`src/rtl/spi_flash_responder.sv`:
```
// SPI mode-0 flash emulator: decodes read/fast-read/JEDEC-ID/status commands
// and serves data from a synchronous memory port with 1-cycle read latency.
//
// state    | meaning
// S_IDLE   | cs high, waiting for select
// S_CMD    | shifting in command byte
// S_ADDR   | shifting in 24-bit address
// S_DUMMY  | fast-read dummy byte
// S_DATA   | shifting out response bytes
// S_IGNORE | unsupported command, miso held low until deselect
module spi_flash_responder #(
  parameter int          ADDR_W   = 24,
  parameter logic [23:0] JEDEC_ID = 24'hEF4016,
  parameter logic [7:0]  STATUS   = 8'h00
) (
  input  logic              clk,
  input  logic              reset,
  input  logic              spi_cs,
  input  logic              spi_sck,
  input  logic              spi_mosi,
  output logic              spi_miso,
  output logic              mem_rd,
  output logic [ADDR_W-1:0] mem_addr,
  input  logic [7:0]        mem_data,
  output logic              cmd_valid,
  output logic [7:0]        cmd
);

  typedef enum logic [2:0] {S_IDLE, S_CMD, S_ADDR, S_DUMMY, S_DATA, S_IGNORE} state_t;
  typedef enum logic [1:0] {SRC_MEM, SRC_ID, SRC_STAT} src_t;

  state_t      state, state_next;
  src_t        src;
  logic [1:0]  cs_sync, sck_sync, mosi_sync;
  logic        sck_prev;
  logic        cs_high, sck_rise, sck_fall;
  logic [4:0]  bit_cnt;
  logic [23:0] shift_in, shift_nxt;
  logic [7:0]  cmd_byte, tx_shift;
  logic [1:0]  id_idx;
  logic        fast, rd_pend;

  // cs syncs to 1 on reset so a held-low select is not seen until it settles
  always_ff @(posedge clk) begin
    if (reset) begin
      cs_sync   <= 2'b11;
      sck_sync  <= 2'b00;
      mosi_sync <= 2'b00;
      sck_prev  <= 1'b0;
    end else begin
      cs_sync   <= {cs_sync[0], spi_cs};
      sck_sync  <= {sck_sync[0], spi_sck};
      mosi_sync <= {mosi_sync[0], spi_mosi};
      sck_prev  <= sck_sync[1];
    end
  end

  assign cs_high   = cs_sync[1];
  assign sck_rise  = sck_sync[1] & ~sck_prev;
  assign sck_fall  = ~sck_sync[1] & sck_prev;
  assign shift_nxt = {shift_in[22:0], mosi_sync[1]};
  assign cmd_byte  = shift_nxt[7:0];

  always_ff @(posedge clk) begin
    if (reset) state <= S_IDLE;
    else       state <= state_next;
  end

  always_comb begin
    state_next = state;
    if (cs_high) begin
      state_next = S_IDLE;
    end else begin
      case (state)
        S_IDLE: state_next = S_CMD;
        S_CMD: if (sck_rise && bit_cnt == 5'd7) begin
          case (cmd_byte)
            8'h03, 8'h0B: state_next = S_ADDR;
            8'h9F, 8'h05: state_next = S_DATA;
            default:      state_next = S_IGNORE;
          endcase
        end
        S_ADDR:  if (sck_rise && bit_cnt == 5'd23) state_next = fast ? S_DUMMY : S_DATA;
        S_DUMMY: if (sck_rise && bit_cnt == 5'd7)  state_next = S_DATA;
        default: state_next = state;
      endcase
    end
  end

  always_ff @(posedge clk) begin
    if (reset) begin
      spi_miso  <= 1'b0;
      mem_rd    <= 1'b0;
      mem_addr  <= '0;
      cmd_valid <= 1'b0;
      cmd       <= 8'h00;
      bit_cnt   <= 5'd0;
      shift_in  <= 24'h0;
      tx_shift  <= 8'h00;
      id_idx    <= 2'd0;
      fast      <= 1'b0;
      src       <= SRC_MEM;
      rd_pend   <= 1'b0;
    end else begin
      cmd_valid <= 1'b0;
      mem_rd    <= 1'b0;
      rd_pend   <= mem_rd;
      if (cs_high) begin
        bit_cnt  <= 5'd0;
        spi_miso <= 1'b0;
        rd_pend  <= 1'b0;
      end else if (sck_rise) begin
        shift_in <= shift_nxt;
        case (state)
          S_CMD: begin
            if (bit_cnt == 5'd7) begin
              bit_cnt   <= 5'd0;
              cmd       <= cmd_byte;
              cmd_valid <= 1'b1;
              fast      <= (cmd_byte == 8'h0B);
              src       <= SRC_MEM;
              if (cmd_byte == 8'h9F) begin
                src      <= SRC_ID;
                tx_shift <= JEDEC_ID[23:16];
                id_idx   <= 2'd1;
              end else if (cmd_byte == 8'h05) begin
                src      <= SRC_STAT;
                tx_shift <= STATUS;
              end
            end else begin
              bit_cnt <= bit_cnt + 5'd1;
            end
          end
          S_ADDR: begin
            if (bit_cnt == 5'd23) begin
              bit_cnt  <= 5'd0;
              mem_addr <= shift_nxt[ADDR_W-1:0];
              mem_rd   <= 1'b1;
            end else begin
              bit_cnt <= bit_cnt + 5'd1;
            end
          end
          S_DUMMY: bit_cnt <= (bit_cnt == 5'd7) ? 5'd0 : bit_cnt + 5'd1;
          S_DATA: begin
            if (bit_cnt == 5'd7) begin
              bit_cnt <= 5'd0;
              case (src)
                SRC_MEM: begin
                  mem_rd   <= 1'b1;
                  mem_addr <= mem_addr + 1'b1;
                end
                SRC_ID: begin
                  case (id_idx)
                    2'd0:    tx_shift <= JEDEC_ID[23:16];
                    2'd1:    tx_shift <= JEDEC_ID[15:8];
                    default: tx_shift <= JEDEC_ID[7:0];
                  endcase
                  id_idx <= (id_idx == 2'd2) ? 2'd0 : id_idx + 2'd1;
                end
                default: tx_shift <= STATUS;
              endcase
            end else begin
              bit_cnt <= bit_cnt + 5'd1;
            end
          end
          default: ;
        endcase
      end else if (sck_fall && state == S_DATA) begin
        spi_miso <= tx_shift[7];
        tx_shift <= {tx_shift[6:0], 1'b0};
      end
      // SCK <= clk/8 keeps this capture clear of any falling edge
      if (rd_pend && !cs_high) tx_shift <= mem_data;
    end
  end

endmodule

```
`config.mk`:
```
export PLATFORM = sky130hd
export DESIGN_NAME = spi_flash_responder
export DESIGN_NICKNAME = d
export VERILOG_FILES = /design/src/rtl/spi_flash_responder.sv
export SDC_FILE = /design/constraint.sdc
export NUM_CORES = 1
export LEC_CHECK = 0
export ABC_AREA = 1
export BUFFER_PORTS_ARGS = -buffer_cell sky130_fd_sc_hd__buf_2
export CORE_MARGIN = 5
export CORE_UTILIZATION = 35
export DETAILED_ROUTE_END_ITERATION = 16
export GPL_TIMING_DRIVEN = 1
export SLEW_MARGIN = 15
export SYNTH_ARGS = -nofsm -noshare
export SYNTH_HDL_FRONTEND = slang
export SYNTH_SLANG_ARGS = --single-unit
```
`constraint.sdc`:
```
create_clock -name clk -period 2.7 [get_ports clk]
set_clock_uncertainty 0.15 [all_clocks]
set_input_delay 0.135 -clock clk [delete_from_list [all_inputs] [get_ports clk]]
set_output_delay 0.135 -clock clk [all_outputs]
set_load 0.02 [all_outputs]
```
### Word-level counts from Yosys, hierarchy flattened

Index checks and enable logic that the tools add are counted.

| word-level totals | value |
|---|---|
| register bits after elaboration | 87 |
| input port bits | 13 |
| memories | 0 |
| memory bits (read-only) | 0 |
| bits in writable memories | 0 |
| output and inout bits | 35 |
| bits in latches | 0 |

| operators by class | value |
|---|---|
| eq/ne operators | 28 |
| shift-type cells | 0 |
| reduce and logical (&&, ||, !) cells | 27 |
| $add $sub $neg | 3 |
| div/mod/pow operators | 0 |
| bitwise gates (word level) | 7 |
| magnitude comparators | 0 |
| multipliers | 0 |
| multiplexer cells | 37 |

Operators by type and width:

| cell | number |
|---|---|
| two-way mux 24 bit | 3 |
| two-way mux 8 bit | 8 |
| case mux 24 bit (2 select lines) | 1 |
| case mux 8 bit (2 select lines) | 3 |
| adder 24 x 1 -> 24 bit, second input constant | 1 |
| two-way mux 2 bit | 7 |
| inequality test 2 bit, second input constant | 7 |
| AND reduction 7 bit | 2 |
| two-way mux 3 bit | 4 |
| case mux 3 bit (4 select lines) | 1 |
| two-way mux 5 bit | 2 |
| case mux 5 bit (2 select lines) | 1 |
| equality test 8 x 2 -> 1 bit, second input constant | 1 |
| equality test 8 x 3 -> 1 bit, second input constant | 1 |
| equality test 8 x 4 -> 1 bit, second input constant | 1 |
| equality test 8 bit, second input constant | 1 |
| inequality test 4 bit, second input constant | 2 |
| AND reduction 4 bit | 2 |
| equality test 3 x 2 -> 1 bit, second input constant | 2 |
| inequality test 2 x 1 -> 1 bit, second input constant | 3 |
| case mux 3 bit (2 select lines) | 1 |
| AND reduction 2 bit | 3 |
| AND reduction 6 bit | 1 |
| nonzero test 2 bit | 3 |
| 25 further kinds | 41 |

### Logic depth before layout (Yosys ltp)

Gate-level depths: netlist (run 1).

| logic depth | value |
|---|---|
| depth in word-level cells | 8 |
| depth in mapped cells | 12 |

### Least setup slack after synthesis (run 1)

No wires, ideal clock.

| timing | value |
|---|---|
| path type | reg-to-reg |
| start point | register mem_addr[0] |
| end point | register mem_addr[10] |
| clock period less this slack | 1811 ps |
| library setup time | 71 ps |
| arrival time | 1590 ps |
| data required time | 2479 ps |
| path slack | 889 ps |
| cell stages (with the launch flop) | 9 |
| cells stage by stage | dfxtp_1 ha_1 nand3_1 nor2_4 nand2_1 or2_2 nand3_1 nand3_1 a21oi_1 |

| on the way | value |
|---|---|
| longest elaborated chain between the ends | 4 |

RTL lines:

| item | line | source |
|---|---|---|
| start, declared | 23 | `output logic [ADDR_W-1:0] mem_addr,` |
| start signal, assigned | 137 | `mem_addr <= shift_nxt[ADDR_W-1:0];` |
| start signal, assigned | 150 | `mem_addr <= mem_addr + 1'b1;` |
| adder 24 x 1 -> 24 bit | 150 |  |
| two-way mux 24 bit | 147 | `case (src)` |
| two-way mux 24 bit | 145 | `if (bit_cnt == 5'd7) begin` |
| case mux 24 bit (2 select lines) | 114 | `case (state)` |

Every way passes these cells. The select of a mux whose other input is x is not followed.
A chain may end at the register's enable or synchronous reset.

### Worst setup path after layout (run 1)

| timing | value |
|---|---|
| start point | register state[0] |
| end point | register mem_addr[9] |

| on the way | value |
|---|---|
| longest elaborated chain between the ends | 3 |
| elaborated cells on any way between the ends | 8 |
| those cells by class | eq/ne: 5; mux: 1; reduce/logical: 2 |

RTL lines:

| item | line | source |
|---|---|---|
| start, declared | 32 | `state_t state, state_next;` |
| start signal, assigned | 66 | `else state <= state_next;` |
| equality test 3 bit / equality test 3 x 2 -> 1 bit (equally long branches) | 114 |  |
| inequality test 2 x 1 -> 1 bit (no source line), or another cell as far along | - |  |
| AND reduction 6 bit (no source line) | - |  |

Several ways; a longest one is shown, not always the timed one.

==> run_results.csv, run 1 <==
group,metric,value,unit
worst_setup_path,crit_arrival,2040,ps
global_route,grt_use_met2,22.6,%
cts,cts-root-buf,"clkbuf_16",
drt,antenna_left,0,
power_and_ir_drop,p_int,2.13,mW
yosys,synth_seq_cells,87,
drt,routed_via_density,4.72,
global_route,grtUsageMet3,2.74,%
placement,dp_slack,757,ps
die,die_w,123,µm
worst_setup_path,crit_slowest_cell,"dfxtp_1",
cts,clock_latency,350,ps
drt,firstDrtPassIters,5,
yosys,syn_avg_cell_area,6.31,µm²
cts,clockBufferDepth,2,
global_route,grt.met1_usage,24.4,%
drt,vias,4423,
layout,diodes,0,
worst_setup_path,slowest_delay,360,ps
timing,fmax,0.513,GHz
worst_setup_path,r2r-end,"mem_addr[9]",
die,std_cell_rows,41,
timing,maxSlewHeadroom,55.3,%
worst_setup_path,critical_path.max_fanout,33,
timing,setup_slack,751,ps
global_route,overflow,0,
worst_setup_path,start_kind,"flop",
cts,cts_tree,"built",
global_route,grtUsageTotal,16.2,%
yosys,synth-edff-count,0,
power_and_ir_drop,p_sw_share,21.8,%
yosys,synth-seq-area-share,38.7,%
power_and_ir_drop,switchingPower,594,µW
cts,cts_sinks,87,
worst_setup_path,worst_setup_path_end_kind,"flop",
hold_path,min-delay-start,"mem_data[7]",
layout,fin_nets,776,
global_route,grt_pass1_wl,19500,µm
yosys,yosysTopAreaCell,"dfxtp_1",
timing,setup_viol,0,
cts,cts_buffers,9,
die,die_area,15200,µm²
yosys,synth.distinct_cells,34,
global_route,grt_max_degree,43,
timing,hold_viol,0,
placement,gp_congestion,0.847,
yosys,netlist_area,4500,µm²
yosys,synth_warnings,0,
drt,drt-wirelength-per-cell,12.4,µm
die,dieHeight,123,µm
placement,io_buffers,47,
power_and_ir_drop,sequentialPowerShare,47.6,%
layout,drive_gt1_share,12.5,%
timing,fin_crit,1950,ps
worst_setup_path,cp.required,2790,ps
timing,holdWs,21.1,ps
yosys,netlist.area_leader.share,38.7,%
worst_setup_path,critPathKind,"reg -> reg",
layout,fin_area,5260,µm²
yosys,synth.top_cells.by_count,"nand2_1 (214), nor2_1 (112), dfxtp_1 (87)",
power_and_ir_drop,worst_ir_drop_vdd,256,µV
worst_setup_path,critPathTopFamily,"simple AND/OR/NAND/NOR gates",
drt,post-route-drc-count,0,
yosys,synth.most_common_cell,"nand2_1",
yosys,synthArstFlopShare,0,%
die,io_pins,48,
die,start_util,35.7,%
power_and_ir_drop,combinationalPowerShare,2.8,%
worst_setup_path,path_common_cell,"nor2_1",
power_and_ir_drop,finalPower,2.72,mW
drt,wirelength,11600,µm
cts,htree_levels,3,
yosys,syn_inst,714,
global_route,antenna_found_initial,0,
cts,cts_resized,0,
worst_setup_path,worstRegToRegCells,9,
timing,slew_viol_final,0,
die,coreArea,12600,µm²
worst_setup_path,crit_path_cell_trace,"nor2_2 -> nand2_4 -> nor3_1 -> nor2_1 -> nor2_1 -> buf_4 -> nand2_1 -> o21ai_0 -> nor2_1",
power_and_ir_drop,pwr-share-clk,49.6,%
yosys,synth_fp_nets,729,
global_route,grt_pass1_vias,3983,
hold_path,hp-class,"in -> reg",
timing,rsz0062_at_grt,"no",
yosys,synth_area_leaders,"dfxtp_1 (39%), nand2_1 (18%), nor2_1 (9.3%)",
global_route,grt_busiest_layer,"met1",
worst_setup_path,reg2reg_slack,750,ps
yosys,synth_flop_cell,"dfxtp_1",
placement,dpl.hpwl,8250,µm
power_and_ir_drop,cellPowerDensity,518,nW/µm²
power_and_ir_drop,leakagePower,2.11,nW
layout,syn2layout_area_growth,16.8,%
cts,clkTransAtPathRegs,60,ps
hold_path,min_path_cells,5,
worst_setup_path,worst-path-buf-inv,1,
timing,fin_setup_tns,0,ps
run_status,status,"finished, final reports clean",
run,maxCapViolCount,0,
drt,drt_iter0_markers,368,
timing,worst_pin_slew,670,ps
worst_setup_path,reg2reg_from,"state[0]",
cts,cts_setup_buffers,0,
placement,dpl_cell_area,4870,µm²
timing,period_share,72.2,%
cts,hold_buffers,7,
layout,n_fill_cell,1380,
hold_path,whs_endpoint,"tx_shift[7]",
state kept, by name (all words and copies together) (netlist names):
name and flops:
mem_addr 24, shift_in 23, cmd 8, tx_shift 8, bit_cnt 5, state 3, cs_sync 2, id_idx 2
mosi_sync 2, sck_sync 2, src 2, cmd_valid 1, fast 1, mem_rd 1, rd_pend 1, sck_prev 1
spi_miso 1
metrics by stage:
stage | util, % | std cells
2_1_floorplan | - | 714
6_report | 41.7 | 938
5_1_grt | 41.7 | 938
3_5_place_dp | 38.6 | 915
3_3_place_gp | 38.6 | 915
4_1_cts | 41.7 | 938
worst max path at each step:
stage                 from      endpoint  depth (start not counted)
2_1_floorplan  mem_addr[0]  mem_addr[10]                          8
6_report          state[0]   mem_addr[9]                          9
3_5_place_dp      state[0]   mem_addr[9]                          9
4_1_cts           state[0]   mem_addr[9]                          9
3_3_place_gp      state[0]     id_idx[0]                          8
5_1_grt        sck_sync[1]   mem_addr[9]                         10
metal layers:
layer	part of all wire, %	routed length, µm	vias up
li1	-	-	2360
met1	52	6090	1943
met2	40	4650	103
met3	5.9	688	17
met4	1.9	223	0
met5	0	0	-
power by group through the flow:
stage | clock network, mW | logic, mW | registers (mW)
floorplan | 0 | 0.0456 | 1.32
global placement | 0 | 0.0695 | 1.32
detailed placement | 0 | 0.0693 | 1.32
finish | 1.35 | 0.0768 | 1.30
global route | 1.45 | 0.0869 | 1.30
CTS | 1.38 | 0.0774 | 1.30
layout make-up:
type / instances / area [µm²] / area share (%)
Inverter: 77 / 292 / 5.54
Clock buffer: 9 / 225 / 4.28
Timing Repair Buffer: 60 / 350 / 6.66
Tap cell: 172 / 215 / 4.09
Multi-Input combinational cell: 526 / 2340 / 44.5
Sequential cell: 87 / 1740 / 33.1
Clock inverter: 7 / 95.1 / 1.81
cell families after synthesis:
kind of cell,synth area share (%)
compound gates,14.7
buf+inv,9.31
simple gates,36.4
fa+ha+maj,0.555
xor+xnor,0.389
flops,38.7
layout by cell type, fill, tap and decap left out, types with 2 or more instances in the layout:
master	synthesis	layout
a21oi_1	68	68
buf_2	6	47
buf_4	4	6
bufinv_16	0	2
clkbuf_16	0	9
clkinv_2	0	2
dfxtp_1	87	87
dlygate4sd3_1	0	7
ha_1	2	2
inv_1	70	70
inv_2	6	6
nand2_1	214	214
nand2_2	5	5
nand2_4	2	2
nand3_1	34	34
nand3b_1	4	4
nand4_1	2	2
nor2_1	112	112
nor2_2	3	3
nor2_4	2	2
nor3_1	7	7
o211ai_1	4	4
o21ai_0	51	51
or2_2	5	5
xor2_1	2	2
worst reg2reg max path, delay by kind of cell (launching register included):
kind                   cells  cell delay, ps
AND/OR/NAND/NOR            7             950
flip-flops                 1             360
buffers and inverters      1             230
AO/OA/AOI/OAI              1             150
(Power assumes the default switching activity.)
==> inputs of run 2 (changes only) <==
Clock period 2.7 ns to 1.72 ns, I/O delays scaled along.
==> run 2 against run 1 <==
Against the previous run:
- the flow now finishes with violations (negative setup slack)
- sequential power up 56%
- clock power grew 50%
- cell count rose by 6.8%
- wire length is 12% higher
- die area stayed put
- highest routed layer unchanged
- critical path depth rose by 2
==> run_results.csv, run 2 (synthesis gave the netlist of run 1 again) <==
group,metric,value,unit
run_status,status,"finished, violations left",
run_status,violations,"negative setup slack",
drt,antenna_left,0,
power_and_ir_drop,combinationalPowerShare,3.7,%
layout,fin_nets,840,
layout,drive_gt1_share,28.6,%
cts,cts_tree,"built",
timing,maxSlewHeadroom,74.9,%
timing,slew_viol_final,0,
drt,routed_via_density,4.79,
power_and_ir_drop,cellPowerDensity,679,nW/µm²
hold_path,hp-class,"in -> reg",
die,io_pins,48,
placement,dpl_cell_area,5260,µm²
layout,layout.cells.non_filler,1002,
placement,dp_cells,964,
layout,final_common_cell,"nand2_1",
power_and_ir_drop,sequentialPowerShare,48.3,%
power_and_ir_drop,p_int,3.26,mW
timing,setup_viol,18,
global_route,overflow,0,
timing,hold_viol,0,
placement,dpl.hpwl,8740,µm
worst_setup_path,worst_setup_path_end_kind,"flop",
layout,multi_input_area,2760,µm²
worst_setup_path,slowest_delay,350,ps
die,start_util,35.7,%
die,coreArea,12600,µm²
layout,final_cell_mix,"nand2_1 (194), nor2_1 (90), dfxtp_1 (75), inv_1 (67), a21oi_1 (57)",
worst_setup_path,crit_arrival,1860,ps
layout,fin_area,6200,µm²
global_route,antenna_found_initial,0,
timing,worst_pin_slew,373,ps
worst_setup_path,crit_slowest_cell,"dfxtp_2",
worst_setup_path,critPathKind,"reg -> reg",
power_and_ir_drop,switchingPower,947,µW
drt,firstDrtPassIters,5,
timing,holdWs,7.02,ps
timing,period_share,104,%
timing,setup_slack,-64.4,ps
global_route,grt_max_degree,32,
power_and_ir_drop,p_sw_share,22.5,%
layout,largest_reg_flops,24,
cts,htree_levels,3,
drt,drt-wirelength-per-cell,13.1,µm
die,die_area,15200,µm²
power_and_ir_drop,leakagePower,2.50,nW
cts,cts-root-buf,"clkbuf_16",
die,std_cell_rows,41,
timing,rsz0062_at_grt,"yes",
cts,cts_sinks,87,
global_route,grt_pass1_vias,4113,
worst_setup_path,reg2reg_slack,-60,ps
layout,largestRegisters,"mem_addr (24), shift_in (23)",
run,maxCapViolCount,0,
cts,clock_latency,350,ps
die,die_w,123,µm
placement,dp_slack,-89.0,ps
drt,wirelength,13100,µm
placement,io_buffers,47,
layout,diodes,0,
worst_setup_path,start_kind,"flop",
worst_setup_path,critical_path.max_fanout,8,
die,dieHeight,123,µm
worst_setup_path,crit_path_cell_trace,"ha_4 -> nand2_4 -> nor2_4 -> nand2_2 -> nor2_4 -> inv_2 -> nand2_8 -> nand2_8 -> buf_12 -> nand2_2 -> a21oi_2",
placement,gp_congestion,0.840,
cts,cts_buffers,9,
power_and_ir_drop,worst_ir_drop_vdd,641,µV
layout,utilization,49.1,%
worst_setup_path,cp.required,1790,ps
drt,vias,4802,
drt,drt_iter0_markers,309,
global_route,grtUsageTotal,16.7,%
timing,fin_crit,1780,ps
timing,fmax,0.560,GHz
cts,clkTransAtPathRegs,60,ps
cts,clockBufferDepth,2,
layout,largest-register,"mem_addr",
global_route,grt_pass1_wl,20100,µm
layout,area.sequential,1760,µm²
layout,syn2layout_area_growth,37.6,%
power_and_ir_drop,pwr-share-clk,48.0,%
layout,n_fill_cell,1291,
drt,post-route-drc-count,0,
[run 2: cell count changes in the layout (fill, tap and decap cells not counted), moves of 11 or more]
cell | previous run | this run
a21oi_1 | 68 | 57
a21oi_2 | 0 | 11
buf_4 | 6 | 52
dfxtp_1 | 87 | 75
nand2_1 | 214 | 194
nor2_1 | 112 | 90
nor2_2 | 3 | 14
nor2_4 | 2 | 13
o21ai_0 | 51 | 38
[run 2: worst max-delay path, delay by kind of cell (launching register included)]
family                   cells  cell delay [ps]
AND/OR/NAND/NOR              7              710
flip-flops                   1              350
buffers and inverters        2              250
adder cells (fa/ha/maj)      1              160
AO/OA/AOI/OAI                1               50
[run 2: routing by layer]
metal,vias to the layer above,wire (µm),GRT usage (%)
met5,-,0,0
met3,16,560,3.06
met1,2191,6690,24.5
li1,2496,-,-
met4,0,196,6.16
met2,99,5650,24.2
[run 2: timing repair]
action,in CTS,in global routing
buffers inserted,1,3
hold endpoints to repair,12,0
endpoints found under the setup margin,37,54
cloned,1,5
pin swaps,2,30
resized for setup,10,125
hold buffers,12,0
[run 2: through the flow]
stage,power [mW],setup TNS [ps]
after CTS,4.24,-102
final,4.21,-685
after global routing,4.35,-3380
after global placement,2.20,-355
after detailed placement,2.20,-1360
after floorplan,2.15,0
[run 2: cell type report]
type	count	share of cell area (%)
multi-input cells	530	44.5
flip-flops and latches	87	28.4
repair buffers	119	13.7
inverters	77	4.86
clock buffers	10	3.85
well taps	172	3.47
clock inverters	6	1.11
repair inverters	1	0.121
[run 2: worst paths after layout]
path	startpoint	endpoint	cells after the start
setup / recovery	bit_cnt[1]	mem_addr[10]	11
hold / removal	mem_data[4]	tx_shift[4]	5
setup reg to reg	bit_cnt[1]	mem_addr[10]	11
hold reg to reg	mosi_sync[0]	mosi_sync[1]	2
[run 2: power by group through the flow]
| stage | combinational, mW | sequential (mW) | clock, mW |
|---|---|---|---|
| 2_1_floorplan | 0.0716 | 2.08 | 0 |
| 3_3_place_gp | 0.122 | 2.08 | 0 |
| 3_5_place_dp | 0.122 | 2.08 | 0 |
| 4_1_cts | 0.144 | 2.03 | 2.06 |
| 5_1_grt | 0.171 | 2.03 | 2.15 |
| 6_report | 0.156 | 2.03 | 2.02 |
